File: config.mk
export PLATFORM = sky130hd
export DESIGN_NAME = timer_apb_slave
export DESIGN_NICKNAME = d
export VERILOG_FILES = /design/src/rtl/timer_apb_slave.sv
export SDC_FILE = /design/constraint.sdc
export NUM_CORES = 1
export LEC_CHECK = 0
export BUFFER_PORTS_ARGS = -buffer_cell sky130_fd_sc_hd__buf_2
export CORE_AREA = 2 2 49 56
export CTS_BUF_LIST = sky130_fd_sc_hd__clkbuf_4
export DETAILED_ROUTE_END_ITERATION = 6
export DIE_AREA = 0 0 51 58
export GPL_ROUTABILITY_DRIVEN = 0
export HOLD_SLACK_MARGIN = 0.02
export PLACE_DENSITY = 0.77
export SLEW_MARGIN = 15
export SYNTH_ARGS = -nofsm -noshare
export SYNTH_HDL_FRONTEND = slang
export SYNTH_SLANG_ARGS = --single-unit
File: constraint.sdc
create_clock -name pclk -period 1.3 [get_ports pclk]
set_input_delay 0.13 -clock pclk [delete_from_list [all_inputs] [get_ports pclk]]
set_output_delay 0.13 -clock pclk [all_outputs]
set_load 0.02 [all_outputs]
File: src/rtl/timer_apb_slave.sv
// APB register front-end for the 8-bit timer: TDR/TCR/TSR decode, write masks, wait states, flag capture.
// Optional pslverr reporting is enabled by defining TIMER_APB_PSLVERR_EN; otherwise pslverr stays 0.
module timer_apb_slave #(
    parameter int ADDR_WIDTH  = 8,
    parameter int DATA_WIDTH  = 8,
    parameter int WAIT_CYCLES = 0
) (
    input  logic                  pclk,
    input  logic                  preset,
    input  logic                  psel,
    input  logic                  penable,
    input  logic                  pwrite,
    input  logic [ADDR_WIDTH-1:0] paddr,
    input  logic [DATA_WIDTH-1:0] pwdata,
    output logic [DATA_WIDTH-1:0] prdata,
    output logic                  pready,
    output logic                  pslverr,
    output logic [7:0]            tdr,
    output logic                  tcr_load,
    output logic                  tcr_updw,
    output logic                  tcr_en,
    output logic [1:0]            tcr_cks,
    input  logic                  ovf_set,
    input  logic                  udf_set,
    output logic                  tsr_ovf,
    output logic                  tsr_udf
);

    // The state runs one cycle ahead of the bus so pready/prdata can be registered:
    // SETUP = wait states being counted, ACCESS = the cycle in which pready is high.
    typedef enum logic [1:0] {IDLE, SETUP, ACCESS} state_t;

    state_t                  state;
    logic [3:0]              wcnt;
    logic [7:0]              tdr_q;
    logic [7:0]              tcr_q;
    logic [1:0]              tsr_q;

    logic                    hit_tdr;
    logic                    hit_tcr;
    logic                    hit_tsr;
    logic                    unmapped;
    logic                    err;
    logic                    commit;
    logic [7:0]              rd_val;
    logic [DATA_WIDTH-1:0]   rd_bus;
    logic [1:0]              tsr_nxt;

    always_comb begin
        hit_tdr  = (paddr == ADDR_WIDTH'(0));
        hit_tcr  = (paddr == ADDR_WIDTH'(1));
        hit_tsr  = (paddr == ADDR_WIDTH'(2));
        unmapped = !(hit_tdr || hit_tcr || hit_tsr);
        rd_val   = 8'h00;
        if (hit_tdr)      rd_val = tdr_q;
        else if (hit_tcr) rd_val = tcr_q;
        else if (hit_tsr) rd_val = {6'b0, tsr_q};
        rd_bus   = pwrite ? '0 : DATA_WIDTH'(rd_val);
`ifdef TIMER_APB_PSLVERR_EN
        err      = unmapped || (pwrite && hit_tsr && (pwdata[7:2] != 6'd0));
`else
        err      = 1'b0;
`endif
    end

    assign commit = (state == ACCESS) && psel && penable && pwrite;

    // Hardware set pulses are ORed in after the write-0-to-clear so a same-cycle set wins.
    always_comb begin
        tsr_nxt = tsr_q;
        if (commit && hit_tsr)
            tsr_nxt = tsr_q & pwdata[1:0];
        tsr_nxt = tsr_nxt | {udf_set, ovf_set};
    end

    always_ff @(posedge pclk) begin
        if (preset) begin
            state   <= IDLE;
            wcnt    <= 4'd0;
            pready  <= 1'b0;
            pslverr <= 1'b0;
            prdata  <= '0;
            tdr_q   <= 8'h00;
            tcr_q   <= 8'h00;
            tsr_q   <= 2'b00;
        end else begin
            pready  <= 1'b0;
            pslverr <= 1'b0;
            prdata  <= '0;
            tsr_q   <= tsr_nxt;

            case (state)
                IDLE: begin
                    if (psel && !penable) begin
                        if (WAIT_CYCLES == 0) begin
                            state   <= ACCESS;
                            pready  <= 1'b1;
                            pslverr <= err;
                            prdata  <= rd_bus;
                        end else begin
                            state <= SETUP;
                            wcnt  <= 4'(WAIT_CYCLES);
                        end
                    end
                end
                SETUP: begin
                    if (!psel) begin
                        state <= IDLE;
                        wcnt  <= 4'd0;
                    end else if (penable) begin
                        if (wcnt == 4'd1) begin
                            state   <= ACCESS;
                            wcnt    <= 4'd0;
                            pready  <= 1'b1;
                            pslverr <= err;
                            prdata  <= rd_bus;
                        end else begin
                            wcnt <= wcnt - 4'd1;
                        end
                    end
                end
                ACCESS: begin
                    state <= IDLE;
                    if (commit) begin
                        if (hit_tdr) tdr_q <= pwdata[7:0];
                        if (hit_tcr) tcr_q <= pwdata[7:0] & 8'hB3;
                    end
                end
                default: state <= IDLE;
            endcase
        end
    end

    assign tdr      = tdr_q;
    assign tcr_load = tcr_q[7];
    assign tcr_updw = tcr_q[5];
    assign tcr_en   = tcr_q[4];
    assign tcr_cks  = tcr_q[1:0];
    assign tsr_ovf  = tsr_q[0];
    assign tsr_udf  = tsr_q[1];

endmodule

# == Word-level counts from Yosys, hierarchy flattened ==
# Cells that the tools add are included.
# classes
mux,23
addsub,1
n_bitwise,2
eq_ne,9
n_reduce_logical,12
# op_table
op,count
$mux 8,7
$pmux 8 s2,1
$mux 2,6
$mux 4,3
$reduce_and 3->1,3
$eq 8x1->1 const B,1
$eq 8x2->1 const B,1
$logic_not 8->1,1
$ne 3x3->1 const B,2
$logic_and 1x1->1,5
$eq 4x1->1 const B,1
$mux 1,4
$pmux 2 s2,1
$sub 4x1->4 const B,1
$and 2x2->2,1
$eq 2x1->1 const B,1
$eq 2x2->1 const B,1
$logic_not 2->1,1
$ne 2x1->1 const B,1
$ne 2x2->1 const B,1
$or 2x2->2,1
$pmux 1 s2,1
$reduce_and 2->1,1
$logic_not 1->1,1
# totals
output_inout_bits,25
elab_cells,54
reg_bits,30
in_bits,23

# == Depth between registers and ports, before layout ==
# Gate-level depths: netlist of the first run.
# logic_depth
word_depth,9
depth_mapped,4
mapped_depth_nobuf,3

# == Worst setup path before layout of the first run ==
# No wires, ideal clock.
# synth_path
path_type,flip-flop to flip-flop
start,reg state[1]
end,reg tdr_q[0] (netlist: tdr[0])
arrival_ps,1087
setup_ps,72
n_path_buf,1
setup_slack_ps,142
synth_period_minus_slack_ps,1158
path_stages_with_launch,5
t_required_ps,1228
cell_sequence,dfxtp_1 > and4_1 > and4_1 > buf_6 > mux2i_1
# synth_between
elab_chain_cells,5
# synth_lines
element,line_no,rtl
start: declaration,33,state_t state;
start signal: assignment,78,state <= IDLE;
start signal: assignment,96,state <= ACCESS;
start signal: assignment,101,state <= SETUP;
$eq 2x2->1 *,"66, 92",
$logic_and 1x1->1 (3 in series),66,assign commit = (state == ACCESS) && psel && penable && pwrite;
$reduce_and 3->1 (no line) *,--,
end signal: assignment,125,if (hit_tdr) tdr_q <= pwdata[7:0];
end: declaration,35,logic [7:0] tdr_q;
# Every way passes the cells marked *; elsewhere a longest branch is shown, timed or not.
# A chain may end at the register's enable or synchronous reset.

# == Worst setup path after layout of the first run ==
# layout_path
start,reg state[1]
end,reg tdr_q[6] (netlist: tdr[6])
# The elaborated chain is that of the path after synthesis.

==> reports/results.tsv, run 1 <==
metric	value	unit
mostFrequentLayoutCell	buf_2	
portBuffers	46	
grt_pass1_vias	852	
numCtsBuffers	3	
antenna_found_initial	0	
clk_latency	330	ps
seqPwrFrac	61.3	%
fp-row-count	19	
clk_pin_slew	140	ps
powerDensity	893.7	nW/um^2
path_class	reg2reg	
slowest_delay	390	ps
cts_root_buf	clkbuf_4	
avgSynthCellArea	11.02	sq um
reg2reg_setup_slack	60	ps
crit_arrival	1510	ps
p_int	0.0009575	W
wire_per_inst	12.50	um
status	finished, final reports clean	
grt_pass1_wl	3739	um
final_cell_mix	buf_2, dfxtp_1, nand2b_1	
hold_path_class	in2reg	
drv_cap	0	
r2r-end	tdr[6]	
syn_to_final_growth	29.93	%
reg2reg_from	state[1]	
grt_max_degree	25	
die_area	2958	sq um
die_height	58	um
coreArea	2401	sq um
hold_end	pready	
sw_frac_of_total	24.42	%
max_freq	805.5	MHz
yosys_warnings	0	
cts_tree	done	
slew_viol_final	0	
path_max_fanout	4	
dr.pass1.iters	4	
initial_utilization	45.44	%
syn-cell-area	1091	sq um
fin_nets	173	
worst_setup_path_start_kind	flop	
ys_types	21	
fp.dieW	51	um
final_core_util	59.04	%
track_usage	17.06	%
hold_viol	0	
end_kind	flop	
final_cells	180	
vdd_drop_max	0.6528	mV
vias	876	
place_hpwl	1742	um
worst_ep_required_time	1570	ps
grt_overflow	0	
worst_path_max_delay_cell	dfxtp_4	
antenna_left	0	
num_antenna_cells	0	
drt-total-wl	2250	um
dp.cells	175	
vias_per_cell	4.867	
min_period	1241	ps
p_comb_share	10.7	%
min-delay-start	preset	
setup_viol	0	
finalClockSkew	12.33	ps
post-route-period-util	95.50	%
drc	0	
p_clk_share	28.0	%
ys_seq_area_share	45.87	%
tns	0	ps
cts_num_sinks	25	
synthCells	99	
crit_chain	and4_4, and4_1, buf_4, mux2i_1	
rr_worst_depth	4	
htree_levels	1	
rsz0062_at_grt	true	
synth_nets	122	
clockBufferDepth	2	
hold_depth	2	
leakage	0.6902	nW
drive_gt1_share	42.95	%
ios	48	
drt-initial-drc-count	9	
p_sw	0.0003094	W
cts_hold_buffers	1	
synth_seq_cells	25	
## worst max-delay path by stage
| stage | start | cells after the start | end | slack [ps] |
|---|---|---|---|---|
| finish | state[1] | 4 | tdr[6] | 60 |
| global route | state[1] | 4 | tdr[3] | -8 |
| CTS | state[1] | 3 | prdata[2] | 8 |
| detailed placement | state[1] | 3 | prdata[6] | -40 |
| global placement | paddr[7] | 5 | tcr_q[5] | 20 |
| floorplan | state[1] | 4 | tdr[0] | 140 |
## cell type report
cell class | count | area, sq um
clock buffer | 3 | 22.52
timing repair buffer | 52 | 277.8
fill | 215 | 983.4
clock inverter | 1 | 7.507
sequential | 25 | 504.2
multi-input combinational | 68 | 566.8
tap | 31 | 38.79
## synth_stat cells
cell type | n | area [sq um]
a2bb2oi_1 | 2 | 17.52
buf_2 | 1 | 5.000
o21bai_1 | 2 | 15.01
nand2b_1 | 21 | 131.4
nor4b_4 | 1 | 23.77
mux2i_1 | 18 | 180.2
a21oi_1 | 2 | 10.01
nand4b_4 | 1 | 23.77
and4_1 | 2 | 17.52
and4_2 | 1 | 10.01
nor4b_1 | 4 | 35.03
conb_1 | 1 | 3.750
buf_4 | 2 | 15.01
clkbuf_1 | 2 | 7.510
nor2_1 | 6 | 22.52
dfxtp_1 | 25 | 500.5
nor3_1 | 3 | 15.01
buf_6 | 1 | 11.26
nand4_2 | 1 | 12.51
nor4_4 | 1 | 21.27
nor2b_1 | 2 | 12.51
## metal layers
layer / GRT usage (%) / routed length [um] / part of all wire [%]
met1: 18.46 / 887 / 39
met4: 11.20 / 62 / 2.8
met3: 3.608 / 96 / 4.3
met2: 29.68 / 1204 / 54
met5: 0 / 0 / 0
## worst max-delay path, delay by kind of cell, from the launching register on
| kind | cells | cell delay [ps] |
|---|---|---|
| buffers and inverters | 1 | 160 |
| flip-flops | 1 | 390 |
| AND/OR/NAND/NOR | 2 | 440 |
| multiplexers | 1 | 200 |
## power groups by stage
stage	logic, W	registers [W]	clock network [W]
floorplan	0.0000672	0.000802	0
global placement	0.000129	0.000794	0
detailed placement	0.000132	0.000795	0
CTS	0.000135	0.000779	0.000373
global route	0.000148	0.000779	0.000410
finish	0.000135	0.000777	0.000355
## state kept, by name, summed over array words and instances (netlist names)
| signal | flops |
|---|---|
| prdata | 8 |
| pready | 1 |
| state | 1 |
| tcr_q | 5 |
| tdr | 8 |
| tsr_q | 2 |
## stage by stage
| step | hold WS [ps] | total power, W | area, sq um | setup slack [ps] |
|---|---|---|---|---|
| after floorplan | 209.3 | 0.0008688 | 1091 | 141.7 |
| after global placement | 357.4 | 0.0009238 | 1359 | 18.83 |
| after detailed placement | 375.8 | 0.0009273 | 1359 | -40.11 |
| after CTS | 17.73 | 0.001287 | 1406 | 7.748 |
| after global routing | 0.1404 | 0.001336 | 1418 | -8.299 |
| final | 28.11 | 0.001267 | 1418 | 58.56 |
## logic make-up after synthesis
group	synth area share, %
compound gates	3.899
buf+inv	3.554
flops	45.87
mux	16.51
other cells	0.3437
simple gates	29.82
## what timing repair did
action | CTS | global route
gates resized for setup | 2 | 3
endpoints found under the setup margin | 2 | 12
setup buffers | 0 | 0
pin swaps | 0 | 1
hold endpoints to repair | 1 | 1
(Power assumes the default switching activity.)
==> run 2: changes to the inputs <==
--- a/config.mk
+++ b/config.mk
@@ -13,6 +13,7 @@
 export GPL_ROUTABILITY_DRIVEN = 0
 export HOLD_SLACK_MARGIN = 0.02
 export PLACE_DENSITY = 0.77
+export REMOVE_ABC_BUFFERS = 1
 export SLEW_MARGIN = 15
 export SYNTH_ARGS = -nofsm -noshare
 export SYNTH_HDL_FRONTEND = slang
==> run 2 against run 1 <==
Effect of this change: final area increased by 0.44%; sequential power about the same; largest power group unchanged; global-route usage increased by 1.3 points; clock-buffer cell count unchanged; first-iteration DRC count unchanged; die area unchanged; sequential cell count unchanged; total power decreased by 0.23%; wire length increased by 9.3%; final cell count increased by 0.56%; maximum frequency increased by 0.60%; non-clock buffer count increased by 1; highest routed layer unchanged.
==> reports/results.tsv, run 2 (synthesis results as in run 1) <==
metric	value	unit	change
coreArea	2401	sq um	unchanged
num_antenna_cells	0		unchanged
die_height	58	um	unchanged
portBuffers	46		unchanged
drv_cap	0		unchanged
finalClockSkew	1.900	ps	-10.43 ps
vdd_drop_max	0.7099	mV	+8.7%
final_core_util	59.30	%	+0.26 points
final_cells	181		+0.56%
initial_utilization	45.44	%	unchanged
drt-total-wl	2459	um	+9.3%
grt_pass1_vias	934		+9.6%
drc	0		unchanged
worst_ep_required_time	1520	ps	-50 ps
crit_arrival	1460	ps	-50 ps
fin_nets	174		+0.58%
ios	48		unchanged
hold_path_class	in2reg		
pre_cts_slack	18.57	ps	+58.69 ps
cts_num_sinks	25		unchanged
clk_latency	320	ps	about the same
setup_viol	0		unchanged
mostFrequentLayoutCell	buf_2		
n_fill_cell	212		-1.4%
clk_pin_slew	130	ps	about the same
min_period	1234	ps	-7.399 ps
drt-initial-drc-count	9		unchanged
fp-row-count	19		unchanged
grt_max_degree	25		unchanged
hold_viol	0		unchanged
htree_levels	1		unchanged
path_max_fanout	5		+1
final_cell_mix	buf_2, dfxtp_1, nand2b_1		
rsz0062_at_grt	false		
grt_pass1_wl	4091	um	+9.4%
leakage	0.6996	nW	+1.4%
crit_chain	and4_1, buf_4, nand4_2, mux2i_1		
end_kind	flop		
multiInputGateArea	570.5	sq um	+0.66%
fp.dieW	51	um	unchanged
max_freq	810.3	MHz	+0.60%
syn_to_final_growth	30.51	%	
seq_area	504.2	sq um	unchanged
vias_per_cell	5.000		+2.7%
worst_setup_path_start_kind	flop		
worst_path_max_delay_cell	dfxtp_4		
wire_per_inst	13.59	um	+8.7%
cts_root_buf	clkbuf_4		
numCtsBuffers	3		unchanged
grt_overflow	0		unchanged
slew_viol_final	0		unchanged
die_area	2958	sq um	unchanged
timing.final.ws_setup	65.96	ps	+7.399 ps
dp.cells	177		+1.1%
track_usage	18.33	%	+1.3 points
cts_tree	done		
place_hpwl	1925	um	+11%
vias	905		+3.3%
post-route-period-util	94.93	%	-0.57 points
drive_gt1_share	44.00	%	+1.0 points
antenna_left	0		unchanged
clockBufferDepth	2		unchanged
dr.pass1.iters	4		unchanged
status	finished, final reports clean		
antenna_found_initial	0		unchanged
slowest_delay	390	ps	about the same
tns	0	ps	unchanged
path_class	reg2reg		
powerDensity	887.8	nW/um^2	-0.67%
-- run 2: worst paths after layout --
check	to	cells past startpoint	from	slack, ps
max	tcr_q[1]	4	state[1]	70
min	state[1]	2	penable	20
max reg2reg	tcr_q[1]	4	state[1]	70
min reg2reg	state[1]	1	state[1]	460
-- run 2: layout make-up --
cell class	count	share of cell area (%)
repair buffers	53	19.86
well taps	31	2.724
multi-input cells	68	40.07
clock buffers	3	1.582
clock inverters	1	0.3515
flip-flops and latches	25	35.41
-- run 2: per-stage QoR --
stage / area [sq um] / power (W) / hold WS (ps)
floorplan: 1052 / 0.0008517 / 206.7
global placement: 1374 / 0.0009255 / 366.1
detailed placement: 1374 / 0.0009312 / 378.6
CTS: 1401 / 0.001281 / 22.77
global route: 1424 / 0.001311 / 21.41
finish: 1424 / 0.001264 / 18.42
-- run 2: power by group --
part | switching (W) | internal (W) | leakage (nW)
Sequential | 0.00000515 | 0.000772 | 0.203
Combinational | 0.0000713 | 0.0000677 | 0.479
Clock | 0.000232 | 0.000115 | 0.0177
-- run 2: worst max-delay path, delay by kind of cell, from the launching register on --
family / cells / cell delay (ps)
muxes: 1 / 190
buffers and inverters: 1 / 120
DFF: 1 / 390
and+or+nand+nor: 2 / 430
-- run 2: metal layers --
| metal | wire length [um] | track usage [%] | share of wire (%) |
|---|---|---|---|
| met2 | 1270 | 33.21 | 52 |
| met5 | 0 | 0 | 0 |
| met1 | 1021 | 20.65 | 42 |
| met4 | 77 | 10.42 | 3.1 |
| met3 | 90 | 1.804 | 3.7 |
-- run 2: repair_timing --
| item | 4_1_cts | 5_1_grt |
|---|---|---|
| buffers inserted | 0 | 0 |
| resized for setup | 0 | 5 |
| setup endpoints to repair | 0 | 17 |
| hold buffers | 0 | 0 |
